File: config.mk
export PLATFORM = sky130hd
export DESIGN_NAME = jtopl_pm_gen
export DESIGN_NICKNAME = d
export VERILOG_FILES = /design/src/rtl/jtopl_pkg.sv /design/src/rtl/jtopl_pm_lfo.sv /design/src/rtl/jtopl_pm_gen.sv
export SDC_FILE = /design/constraint.sdc
export NUM_CORES = 1
export LEC_CHECK = 0
export CORE_MARGIN = 2
export CORE_UTILIZATION = 49
export DETAILED_ROUTE_END_ITERATION = 12
export GPL_TIMING_DRIVEN = 1
export PLACE_DENSITY = 0.81
export SYNTH_ARGS = -nofsm -noshare
export SYNTH_HDL_FRONTEND = slang
export SYNTH_SLANG_ARGS = --single-unit
File: constraint.sdc
create_clock -name clk -period 1.9 [get_ports clk]
set_input_delay 0.285 -clock clk [delete_from_list [all_inputs] [get_ports clk]]
set_output_delay 0.285 -clock clk [all_outputs]
set_load 0.01 [all_outputs]
File: src/rtl/jtopl_pkg.sv
// -----------------------------------------------------------------------------
// jtopl_pkg
// Shared definitions for the OPL LFO consumers (vibrato, tremolo, phase).
//   VIB_STEPS    : number of vibrato LFO steps (one triangle period)
//   CNT_W        : width of the vibrato step counter
//   FNUM_W_DEF   : default F-number width
//   DIV_W_DEF    : default LFO prescaler width
//   vib_range()  : per-step shift of the F-number MSBs into a vibrato magnitude
// -----------------------------------------------------------------------------
package jtopl_pkg;

   localparam int VIB_STEPS  = 8;
   localparam int CNT_W      = $clog2(VIB_STEPS);
   localparam int FNUM_W_DEF = 10;
   localparam int DIV_W_DEF  = 10;

   // Magnitude of the vibrato deviation for one LFO step. Steps 0 and 4 are the
   // zero crossings of the triangle; odd steps are the half-way points, so they
   // take one extra right shift. Half depth shifts once more. The caller keeps
   // the low bits it needs, so one 16-bit definition serves every range width.
   function automatic logic [15:0] vib_range(input logic [15:0]      msbs,
                                             input logic [CNT_W-1:0] step,
                                             input logic             full_depth);
      logic [15:0] r;
      if (step[1:0] == 2'd0) begin
         r = '0;
      end else begin
         r = msbs >> step[0];
         if (!full_depth) r = r >> 1;
      end
      return r;
   endfunction

endpackage

File: src/rtl/jtopl_pm_lfo.sv
// -----------------------------------------------------------------------------
// jtopl_pm_lfo
// Vibrato LFO: a sample-rate prescaler and a step counter that advances each
// time the prescaler wraps (every 2^DIV_W samples).
// Optional feature macro: JTOPL_PM_LFO_LOAD_EN adds a direct step-counter load.
// Ports:
//   clk, rst_n   : clock, asynchronous active-low reset
//   cen          : clock enable, all state holds when low
//   zero         : one-per-sample strobe, advances the prescaler
//   lfo_rst      : synchronous clear of prescaler and step counter
//   lfo_load     : (macro only) load vib_cnt from lfo_din, clear prescaler
//   lfo_din      : (macro only) value loaded into vib_cnt
//   vib_cnt      : current vibrato step
// -----------------------------------------------------------------------------
module jtopl_pm_lfo
   import jtopl_pkg::*;
#(
   parameter int DIV_W = DIV_W_DEF
) (
   input  logic             clk,
   input  logic             rst_n,
   input  logic             cen,
   input  logic             zero,
   input  logic             lfo_rst,
`ifdef JTOPL_PM_LFO_LOAD_EN
   input  logic             lfo_load,
   input  logic [CNT_W-1:0] lfo_din,
`endif
   output logic [CNT_W-1:0] vib_cnt
);

   logic [DIV_W-1:0] prescaler;

   // Priority: lfo_rst, then load (when built in), then the normal count.
   always_ff @(posedge clk or negedge rst_n) begin
      if (!rst_n) begin
         prescaler <= '0;
         vib_cnt   <= '0;
      end else if (cen) begin
         if (lfo_rst) begin
            prescaler <= '0;
            vib_cnt   <= '0;
         end
`ifdef JTOPL_PM_LFO_LOAD_EN
         else if (lfo_load) begin
            prescaler <= '0;
            vib_cnt   <= lfo_din;
         end
`endif
         else if (zero) begin
            prescaler <= prescaler + DIV_W'(1);
            // Step advances on the all-ones -> 0 wrap of the prescaler.
            if (&prescaler) vib_cnt <= vib_cnt + CNT_W'(1);
         end
      end
   end

endmodule

File: src/rtl/jtopl_pm_gen.sv
// -----------------------------------------------------------------------------
// jtopl_pm_gen
// Vibrato (phase-modulation) generator. Owns the vibrato LFO and turns each
// slot's F-number MSBs into a signed pitch offset, two cen cycles later.
// Optional feature macro: JTOPL_PM_LFO_LOAD_EN (adds lfo_load / lfo_din).
// Ports:
//   clk, rst_n   : clock, asynchronous active-low reset
//   cen          : clock enable, all registers hold when low
//   zero         : sample-boundary strobe for the LFO prescaler
//   lfo_rst      : synchronous LFO clear
//   vib_dep      : 1 = full vibrato depth, 0 = half depth
//   in_valid     : slot data qualifier (does not gate the datapath)
//   fnum         : slot F-number
//   viben        : slot vibrato enable
//   lfo_load     : (macro only) load vib_cnt from lfo_din
//   lfo_din      : (macro only) LFO step to load
//   out_valid    : in_valid delayed two cen cycles
//   pm_offset    : signed (two's complement) pitch offset
//   vib_cnt      : current LFO step
// Valid/ready: there is no backpressure. in_valid is sampled on every cen
// cycle and reappears as out_valid exactly two cen cycles later, aligned with
// the pm_offset computed from the same fnum/viben.
// -----------------------------------------------------------------------------
module jtopl_pm_gen
   import jtopl_pkg::*;
#(
   parameter int FNUM_W  = FNUM_W_DEF,
   parameter int RANGE_W = 3,
   parameter int DIV_W   = DIV_W_DEF,
   parameter int OUT_W   = RANGE_W + 1
) (
   input  logic              clk,
   input  logic              rst_n,
   input  logic              cen,
   input  logic              zero,
   input  logic              lfo_rst,
   input  logic              vib_dep,
   input  logic              in_valid,
   input  logic [FNUM_W-1:0] fnum,
   input  logic              viben,
`ifdef JTOPL_PM_LFO_LOAD_EN
   input  logic              lfo_load,
   input  logic [CNT_W-1:0]  lfo_din,
`endif
   output logic              out_valid,
   output logic [OUT_W-1:0]  pm_offset,
   output logic [CNT_W-1:0]  vib_cnt
);

   jtopl_pm_lfo #(
      .DIV_W    (DIV_W)
   ) u_lfo (
      .clk      (clk),
      .rst_n    (rst_n),
      .cen      (cen),
      .zero     (zero),
      .lfo_rst  (lfo_rst),
`ifdef JTOPL_PM_LFO_LOAD_EN
      .lfo_load (lfo_load),
      .lfo_din  (lfo_din),
`endif
      .vib_cnt  (vib_cnt)
   );

   logic [RANGE_W-1:0] msbs;
   logic [RANGE_W-1:0] r_next;
   logic [RANGE_W-1:0] r_q;
   logic               neg_q;
   logic               valid_q;

   assign msbs = fnum[FNUM_W-1 -: RANGE_W];

   // The low F-number bits do not contribute to the vibrato range.
   generate
      if (FNUM_W > RANGE_W) begin : g_low_bits
         logic unused_fnum_low;
         assign unused_fnum_low = ^fnum[FNUM_W-RANGE_W-1:0];
      end
   endgenerate

   // Stage 1 sees the registered vib_cnt, i.e. the step before any update
   // happening on this same edge.
   always_comb begin
      r_next = '0;
      if (viben) r_next = RANGE_W'(vib_range(16'(msbs), vib_cnt, vib_dep));
   end

   always_ff @(posedge clk or negedge rst_n) begin
      if (!rst_n) begin
         r_q       <= '0;
         neg_q     <= 1'b0;
         valid_q   <= 1'b0;
         pm_offset <= '0;
         out_valid <= 1'b0;
      end else if (cen) begin
         r_q       <= r_next;
         neg_q     <= vib_cnt[CNT_W-1];
         valid_q   <= in_valid;
         // Two's-complement negate of zero is zero, so no negative zero.
         pm_offset <= neg_q ? (OUT_W'(0) - OUT_W'(r_q)) : OUT_W'(r_q);
         out_valid <= valid_q;
      end
   end

endmodule

Yosys cells after proc, flatten, opt, wreduce, memory -nomap -nowiden
Cells that the tools add are included.
- word-level logic and storage cells: 26
- flip-flop bits (word level): 23
- output and inout bits: 8
- input bits: 18
- shifts and indexed selects: 1
- $add $sub $neg: 3
- multiplexer cells: 9
- reductions and logical operators: 6
- operator list (operator ; count):
    $mux 10 ; 2
    $mux 3 ; 6
    $add 10x1->10 const B ; 1
    $reduce_and 10->1 ; 1
    $mux 4 ; 1
    $reduce_bool 2->1 ; 2
    $shr 3x1->4 ; 1
    $sub 1x3->4 const A ; 1
    $add 3x1->3 const B ; 1
    $reduce_and 3->1 ; 1
    $logic_not 2->1 ; 1
    $reduce_and 2->1 ; 1

Logic depth before layout (Yosys ltp)
Gate-level depths: netlist of the first run.
- word-level depth: 4
- mapped depth: 6
- mapped depth without buffers: 5

Modules after synthesis
From an unflattened synthesis of the first run, not the netlist that was laid out.
- cell total of the unflattened synthesis: 114
- area total of the unflattened synthesis: 1208.7 um2
- modules (own cells, without submodules) (module ; cells an instance ; area each (um2) ; instances ; seq. area each (um2)):
    jtopl_pm_lfo ; 73 ; 724.4 ; 1 ; 325.3
    jtopl_pm_gen ; 41 ; 484.2 ; 1 ; 250.2

Worst setup path before layout of the first run
Ideal clock, no wire load.
- kind: flip-flop to flip-flop
- from: register u_lfo.prescaler[0]
- to: register u_lfo.vib_cnt[1]
- arrival time: 1.453 ns
- cell stages (with the launch flop): 5
- setup slack: 0.325 ns
- buffers on the path: 0
- clock period less this slack: 1.575 ns
- required time: 1.778 ns
- library setup time: 0.122 ns
- cell sequence: dfrtp_1 -> ha_1 -> nand3_1 -> or4_4 -> a32o_1
- longest elaborated chain between the ends: 3
- RTL lines (what ; RTL line ; text):
    from (decl) ; jtopl_pm_lfo.sv:32 ; logic [DIV_W-1:0] prescaler;
    from (signal assigned) ; jtopl_pm_lfo.sv:51 ; prescaler <= prescaler + DIV_W'(1);
    $reduce_and 10->1 ; jtopl_pm_lfo.sv:53 ; if (&prescaler) vib_cnt <= vib_cnt + CNT_W'(1);
    $reduce_bool 2->1 (no source line) ; - ;
    $reduce_and 3->1 (no source line) ; - ;
    to (signal assigned) ; jtopl_pm_lfo.sv:53 ;
    to (decl) ; jtopl_pm_lfo.sv:29 ; output logic [CNT_W-1:0] vib_cnt
No other way between the ends.
A chain may end at the register's enable or synchronous reset.

Worst setup path in the final report of the first run
- from: register u_lfo.vib_cnt[0]
- to: output port vib_cnt[0]
- RTL lines (what ; RTL line ; text):
    to (decl) ; jtopl_pm_gen.sv:47 ; output logic [CNT_W-1:0] vib_cnt
No word-level cell between the ends.

==> results of run 1 <==
==> state kept, by name, indices dropped and copies added (netlist names) <==
signal / flops
u_lfo.prescaler: 10
out_valid: 1
valid_q: 1
neg_q: 1
pm_offset: 4
r_q: 3
u_lfo.vib_cnt: 3
==> how the worst max path moves through the flow <==
stage               cells after the start          endpoint          startpoint
detailed placement                      4  u_lfo.vib_cnt[1]                zero
CTS                                     1        vib_cnt[0]    u_lfo.vib_cnt[0]
finish                                  1        vib_cnt[0]    u_lfo.vib_cnt[0]
floorplan                               4  u_lfo.vib_cnt[1]  u_lfo.prescaler[0]
global route                            4  u_lfo.vib_cnt[1]  u_lfo.prescaler[0]
global placement                        4  u_lfo.vib_cnt[1]                zero
==> Yosys cell counts, types with 2 or more instances <==
master    number  area [um2]
nor2_1        10        37.5
nor2b_1        2        12.5
clkbuf_1       3        11.3
nor4_1         2        12.5
nand3_1        3        15.0
nand2_1        9        33.8
a21oi_1        5        25.0
dfrtp_1       23         576
nor3_1         3        15.0
inv_1          8        30.0
mux2_2         5        56.3
ha_1           4        50.1
o21ai_0        7        35.0
or3_1          2        12.5
xnor2_1        7        61.3
o31ai_1        2        15.0
mux2i_1        2        20.0
buf_6          3        33.8
==> cell type report <==
type / count / area share
flip-flops and latches: 23 / 0.404
inverters: 8 / 0.0211
repair buffers: 23 / 0.153
clock buffers: 3 / 0.0158
multi-input cells: 78 / 0.379
clock inverters: 1 / 0.00351
well taps: 28 / 0.0246
==> logic make-up (layout without fill, tap and decap cells) <==
kind of cell / after synthesis / in the layout
muxes: 7 / 7
adders and majority gates: 4 / 4
and+or+nand+nor: 37 / 37
buffers and inverters: 14 / 35
xor gates and xnor gates: 7 / 7
DFF: 23 / 23
AOI/OAI and AO/OA: 23 / 23
==> through the flow <==
stage               utilization  hold slack [ps]  total power, mW
floorplan                     -            -10.6            0.563
global placement          0.620              484            0.615
detailed placement        0.620              498            0.620
CTS                       0.633              314            0.851
global route              0.633              325            0.879
finish                    0.633              314            0.837
==> layout by cell type (no fill, tap or decap), types with 2 or more instances in the layout <==
| cell type | instances |
|---|---|
| a21oi_1 | 5 |
| buf_4 | 5 |
| clkbuf_4 | 3 |
| clkdlybuf4s50_1 | 18 |
| dfrtp_1 | 23 |
| ha_1 | 4 |
| inv_1 | 8 |
| mux2_2 | 5 |
| mux2i_1 | 2 |
| nand2_1 | 9 |
| nand3_1 | 3 |
| nor2_1 | 10 |
| nor2b_1 | 2 |
| nor3_1 | 3 |
| nor4_1 | 2 |
| o21ai_0 | 7 |
| o31ai_1 | 2 |
| or3_1 | 2 |
| xnor2_1 | 7 |
==> power groups by stage <==
stage          Sequential [mW]  Clock, mW  Combinational, mW
2_1_floorplan            0.522          0             0.0413
3_3_place_gp             0.519          0             0.0957
3_5_place_dp             0.521          0             0.0993
4_1_cts                  0.511      0.240             0.0994
5_1_grt                  0.514      0.256              0.109
6_report                 0.511      0.228             0.0977
==> metal layers <==
layer,up-vias,track usage,share of wire
met5,-,0,0
met4,0,0.0513,0.0045
met3,2,0.0508,0.046
met2,18,0.360,0.54
met1,436,0.228,0.41
li1,445,-,-
==> reports/metrics.csv, run 1 <==
metric;value;unit
RePlAce Congestion;0.794;
Synth cell types;33;
actual slew at the worst max-slew pin;335;ps
DRC errors left;0;
clock skew;3.16;ps
critical path's slowest cell;clkdlybuf4s50_1;
RSZ-0062 raised after global routing;false;
Sequential Power Share;0.611;
CP required;1620;ps
share of layout cells above drive strength 1;0.125;
Tmin final;1740;ps
switching share of power;0.244;
wire length per cell;13.5;um
RR Startpoint;u_lfo.prescaler[0];
P_leak;0.573;nW
Gate power share;0.117;
Slew Limit Headroom;0.774;
outcome;finished, final reports clean;
max_cap viols;0;
Critical Path AT;1450;ps
internal power;633;uW
storage element area;576;um2
#FFs+latches synth;23;
footprint of the multi-input gates;541;um2
Worst-path clk slew;130;ps
CTS-repair resized insts;0;
Worst setup SP type;flip-flop;
Synth Area in Simple Gates;0.161;
Reg-to-Reg End;u_lfo.vib_cnt[1];
Fillers;207;
Port Buf Inserts;18;
total gr overflow;0;
Post-Syn Instances;115;
number of buffers created by CTS;3;
Worst R2R Path Depth;4;
Initial Utilization;0.528;
Core Area;2250;um2
Crit Path Class;reg2out;
CP max stage delay;600;ps
drt via density;5.49;
cell area after layout;1430;um2
Worst Path Max Fanout;10;
std cell rows;17;
yosys warns;0;
CTS tree;yes;
root buf cell;clkbuf_4;
first-pass GRT wire length;4050;um
crit-path cells;clkdlybuf4s50_1;
ANT nets after route;0;
Cell Area, Placed;1400;um2
fin crit share;0.914;
Setup WS pre-CTS;40.1;ps
antenna cells;0;
placed cells;160;
Final nets;159;
Fmax;576;MHz
top_reg_cell synth;dfrtp_1;
sw power;204;uW
Synth-to-Final Area Change;19.7;%
number of synthesized flops with an enable pin;0;
setup tns final;0;ps
post-layout worst setup margin;164;ps
H-tree levels;1;
xor/xnor share of the synthesized area;0.0515;
final instance count without filler cells;164;
initial DRC count;14;
worst path bufs/invs;1;
Post-CTS Setup Inserts;0;
antenna violations before repair;0;
Final Max Slew Viols;0;
Synth Area in Compound Gates;0.136;
First-pass DRT Iterations;4;
later-pin clock latency in the skew report;310;ps
post-DP HPWL;1670;um
Min-Delay Path Class;in2async;
Clock power frac;0.273;
Final Hold Viols;0;
post-synthesis mux area share;0.0641;
largest net degree at the start of global routing;24;
die area;2840;um2
Final setup viols;0;
Vias;901;
Post-synth ARST share;1.00;
Seq/Total Area, Yosys;0.483;
Die Height;53.3;um
Crit path max-delay family;buffers and inverters;
Syn Area/Cell;10.4;um2
endpoint class of the critical path;output port;
vias in the first global route;936;
final wirelength;2220;um
Longest Clk Path Bufs;2;
Post-Synth Adder-Cell Area;0.0420;
area of the mapped netlist;1190;um2
GRT Overall Usage;0.198;
Die X;53.3;um
CTS Hold Bufs;0;
Ports;26;
P per Cell Area;587;nW/um2
# clock sinks;23;
r2r setup slk;190;ps
main combinational cell family by area after synthesis;simple AND/OR/NAND/NOR gates;
VDD IR max;0.000555;V
net count after synthesis;137;
No activity file was read; power rests on OpenSTA's default activity.
==> run 2, diff against run 1 <==
--- a/config.mk
+++ b/config.mk
@@ -6,10 +6,12 @@
 export NUM_CORES = 1
 export LEC_CHECK = 0
 export CORE_MARGIN = 2
-export CORE_UTILIZATION = 49
+export CORE_UTILIZATION = 52
+export CTS_BUF_LIST = sky130_fd_sc_hd__clkbuf_2 sky130_fd_sc_hd__clkbuf_4 sky130_fd_sc_hd__clkbuf_8
 export DETAILED_ROUTE_END_ITERATION = 12
 export GPL_TIMING_DRIVEN = 1
-export PLACE_DENSITY = 0.81
+export PLACE_DENSITY = 0.85
+export RECOVER_POWER = 25
 export SYNTH_ARGS = -nofsm -noshare
 export SYNTH_HDL_FRONTEND = slang
 export SYNTH_SLANG_ARGS = --single-unit
==> reports/metrics.csv, run 2 (synthesis results as in run 1) <==
metric;value;unit;change
outcome;finished, final reports clean;;
Worst-path clk slew;130;ps;about the same
top flop regs;u_lfo.prescaler: 10 flops, pm_offset: 4 flops;;
Port Buf Inserts;18;;unchanged
DRC errors left;0;;unchanged
Ports;26;;unchanged
drt via density;5.55;;+1.0%
antenna violations before repair;0;;unchanged
endpoint class of the critical path;flip-flop;;
Tmin final;1740;ps;+2.92 ps
Final Power;835;uW;-0.19%
max reg flops;10;;unchanged
vias in the first global route;873;;-6.7%
RSZ-0062 raised after global routing;false;;
RePlAce Congestion;0.792;;-0.28%
Critical Path AT;1960;ps;+510 ps
Vias;910;;+1.0%
Crit path max-delay family;simple AND/OR/NAND/NOR gates;;
VDD IR max;0.000426;V;-23%
largest net degree at the start of global routing;24;;unchanged
share of layout cells above drive strength 1;0.118;;-0.00735
die area;2690;um2;-5.3%
antenna cells;0;;unchanged
max_cap viols;0;;unchanged
Biggest register;u_lfo.prescaler;;
P_leak;0.570;nW;-0.59%
std cell rows;17;;unchanged
most common cell after layout, fill and taps aside;dfrtp_1;;
fin crit share;0.915;;+0.00154
Fillers;175;;-15%
number of buffers created by CTS;3;;unchanged
RR Startpoint;u_lfo.prescaler[0];;
Final Hold Viols;0;;unchanged
root buf cell;clkbuf_4;;
First-pass DRT Iterations;3;;-1
Worst setup startpoint;u_lfo.prescaler[0];;
Die X;51.9;um;-2.7%
Post-CTS Setup Inserts;0;;unchanged
# clock sinks;23;;unchanged
CP required;2120;ps;+500 ps
Worst Hold Launch;pm_offset[0];;
Core Area;2190;um2;-2.8%
Initial Utilization;0.544;;+0.0154
CP max stage delay;550;ps;-50 ps
final wirelength;2170;um;-2.2%
CTS-repair resized insts;0;;unchanged
Longest Clk Path Bufs;2;;unchanged
ANT nets after route;0;;unchanged
CTS tree;yes;;
Crit Path Class;reg2reg;;
GRT Overall Usage;0.183;;-0.0152
P per Cell Area;587;nW/um2;about the same
crit-path cells;ha_1, nand3_1, or4_4, a32o_1;;
first-pass GRT wire length;3670;um;-9.4%
initial DRC count;13;;-1
Worst setup SP type;flip-flop;;
CTS Hold Bufs;0;;unchanged
post-DP HPWL;1620;um;-2.8%
actual slew at the worst max-slew pin;1210;ps;+878 ps
total gr overflow;0;;unchanged
worst path bufs/invs;0;;-1
setup tns final;0;ps;unchanged
Worst Path Max Fanout;4;;-6
later-pin clock latency in the skew report;310;ps;about the same
H-tree levels;1;;unchanged
wire length per cell;13.2;um;-2.2%
Synth-to-Final Area Change;19.4;%;
critical path's slowest cell;or4_4;;
Die Height;51.9;um;-2.7%
Min-Delay Path Class;reg2reg;;
Fmax;575;MHz;-0.17%
most frequent cells in the layout;dfrtp_1, clkdlybuf4s50_1, nor2_1, nand2_1, inv_1;;
clock skew;4.54;ps;+1.38 ps
Final setup viols;0;;unchanged
Final Max Slew Viols;0;;unchanged
Slew Limit Headroom;0.191;;-0.582
Final nets;159;;unchanged
==> run 2: changes by cell type in the layout (fill, tap and decap cells not counted) <==
cell / before / now
buf_4: 5 / 4
clkbuf_1: 0 / 1
clkdlybuf4s50_1: 18 / 17
dlygate4sd3_1: 0 / 1
==> run 2: path summary, 6_finish.rpt <==
kind                       depth (start not counted)                 end  slack [ps]
hold / removal                                     1        pm_offset[0]         520
setup / recovery                                   4    u_lfo.vib_cnt[1]         160
max in group asynchronous                          2  u_lfo.prescaler[7]         460
min in group asynchronous                          2              r_q[0]         730
hold reg to reg                                    1        pm_offset[0]         520
setup reg to reg                                   4    u_lfo.vib_cnt[1]         160
==> run 2: worst reg2reg max path: stages, from the launching register on <==
cell and delay, ps:
dfrtp_1 400, ha_1 230, nand3_1 190, or4_4 550
a32o_1 280
==> run 2: cell type report <==
type	count	area (um2)	area share
inverter	8	30.0	0.0211
clock inverter	1	5.00	0.00352
sequential	23	576	0.405
multi-input combinational	78	541	0.380
timing repair buffer	23	214	0.150
tap	28	35.0	0.0246
clock buffer	3	22.5	0.0158
==> run 2: stage by stage <==
step                      setup slack, ps   util  area, um2  cells  hold WS (ps)
after floorplan                       325      -       1190    115         -10.6
after global placement               67.1  0.638       1400    160           484
after detailed placement             51.0  0.638       1400    160           502
after CTS                             156  0.651       1430    164           308
after global routing                 62.7  0.649       1420    164           550
final                                 161  0.649       1420    164           524
==> run 2: routing by layer <==
metal / GRT usage / vias to the layer above / wire [um]
met2: 0.323 / 15 / 1080
met5: 0 / - / 0
li1: - / 445 / -
met4: 0.0658 / 0 / 27
met1: 0.227 / 447 / 998
met3: 0.0259 / 3 / 62
==> run 2: report_power, final <==
| part | leakage, nW | total [mW] | internal (mW) | switching (mW) |
|---|---|---|---|---|
| Sequential | 0.312 | 0.511 | 0.503 | 0.00856 |
| Combinational | 0.240 | 0.0975 | 0.0503 | 0.0472 |
| Clock | 0.0177 | 0.227 | 0.0788 | 0.148 |
==> run 3, diff against run 2 <==
--- a/config.mk
+++ b/config.mk
@@ -9,7 +9,6 @@
 export CORE_UTILIZATION = 52
 export CTS_BUF_LIST = sky130_fd_sc_hd__clkbuf_2 sky130_fd_sc_hd__clkbuf_4 sky130_fd_sc_hd__clkbuf_8
 export DETAILED_ROUTE_END_ITERATION = 12
-export GPL_TIMING_DRIVEN = 1
 export PLACE_DENSITY = 0.85
 export RECOVER_POWER = 25
 export SYNTH_ARGS = -nofsm -noshare
==> results of run 3 <==
The final DEF is identical to that of run 2; final timing and power are the same.
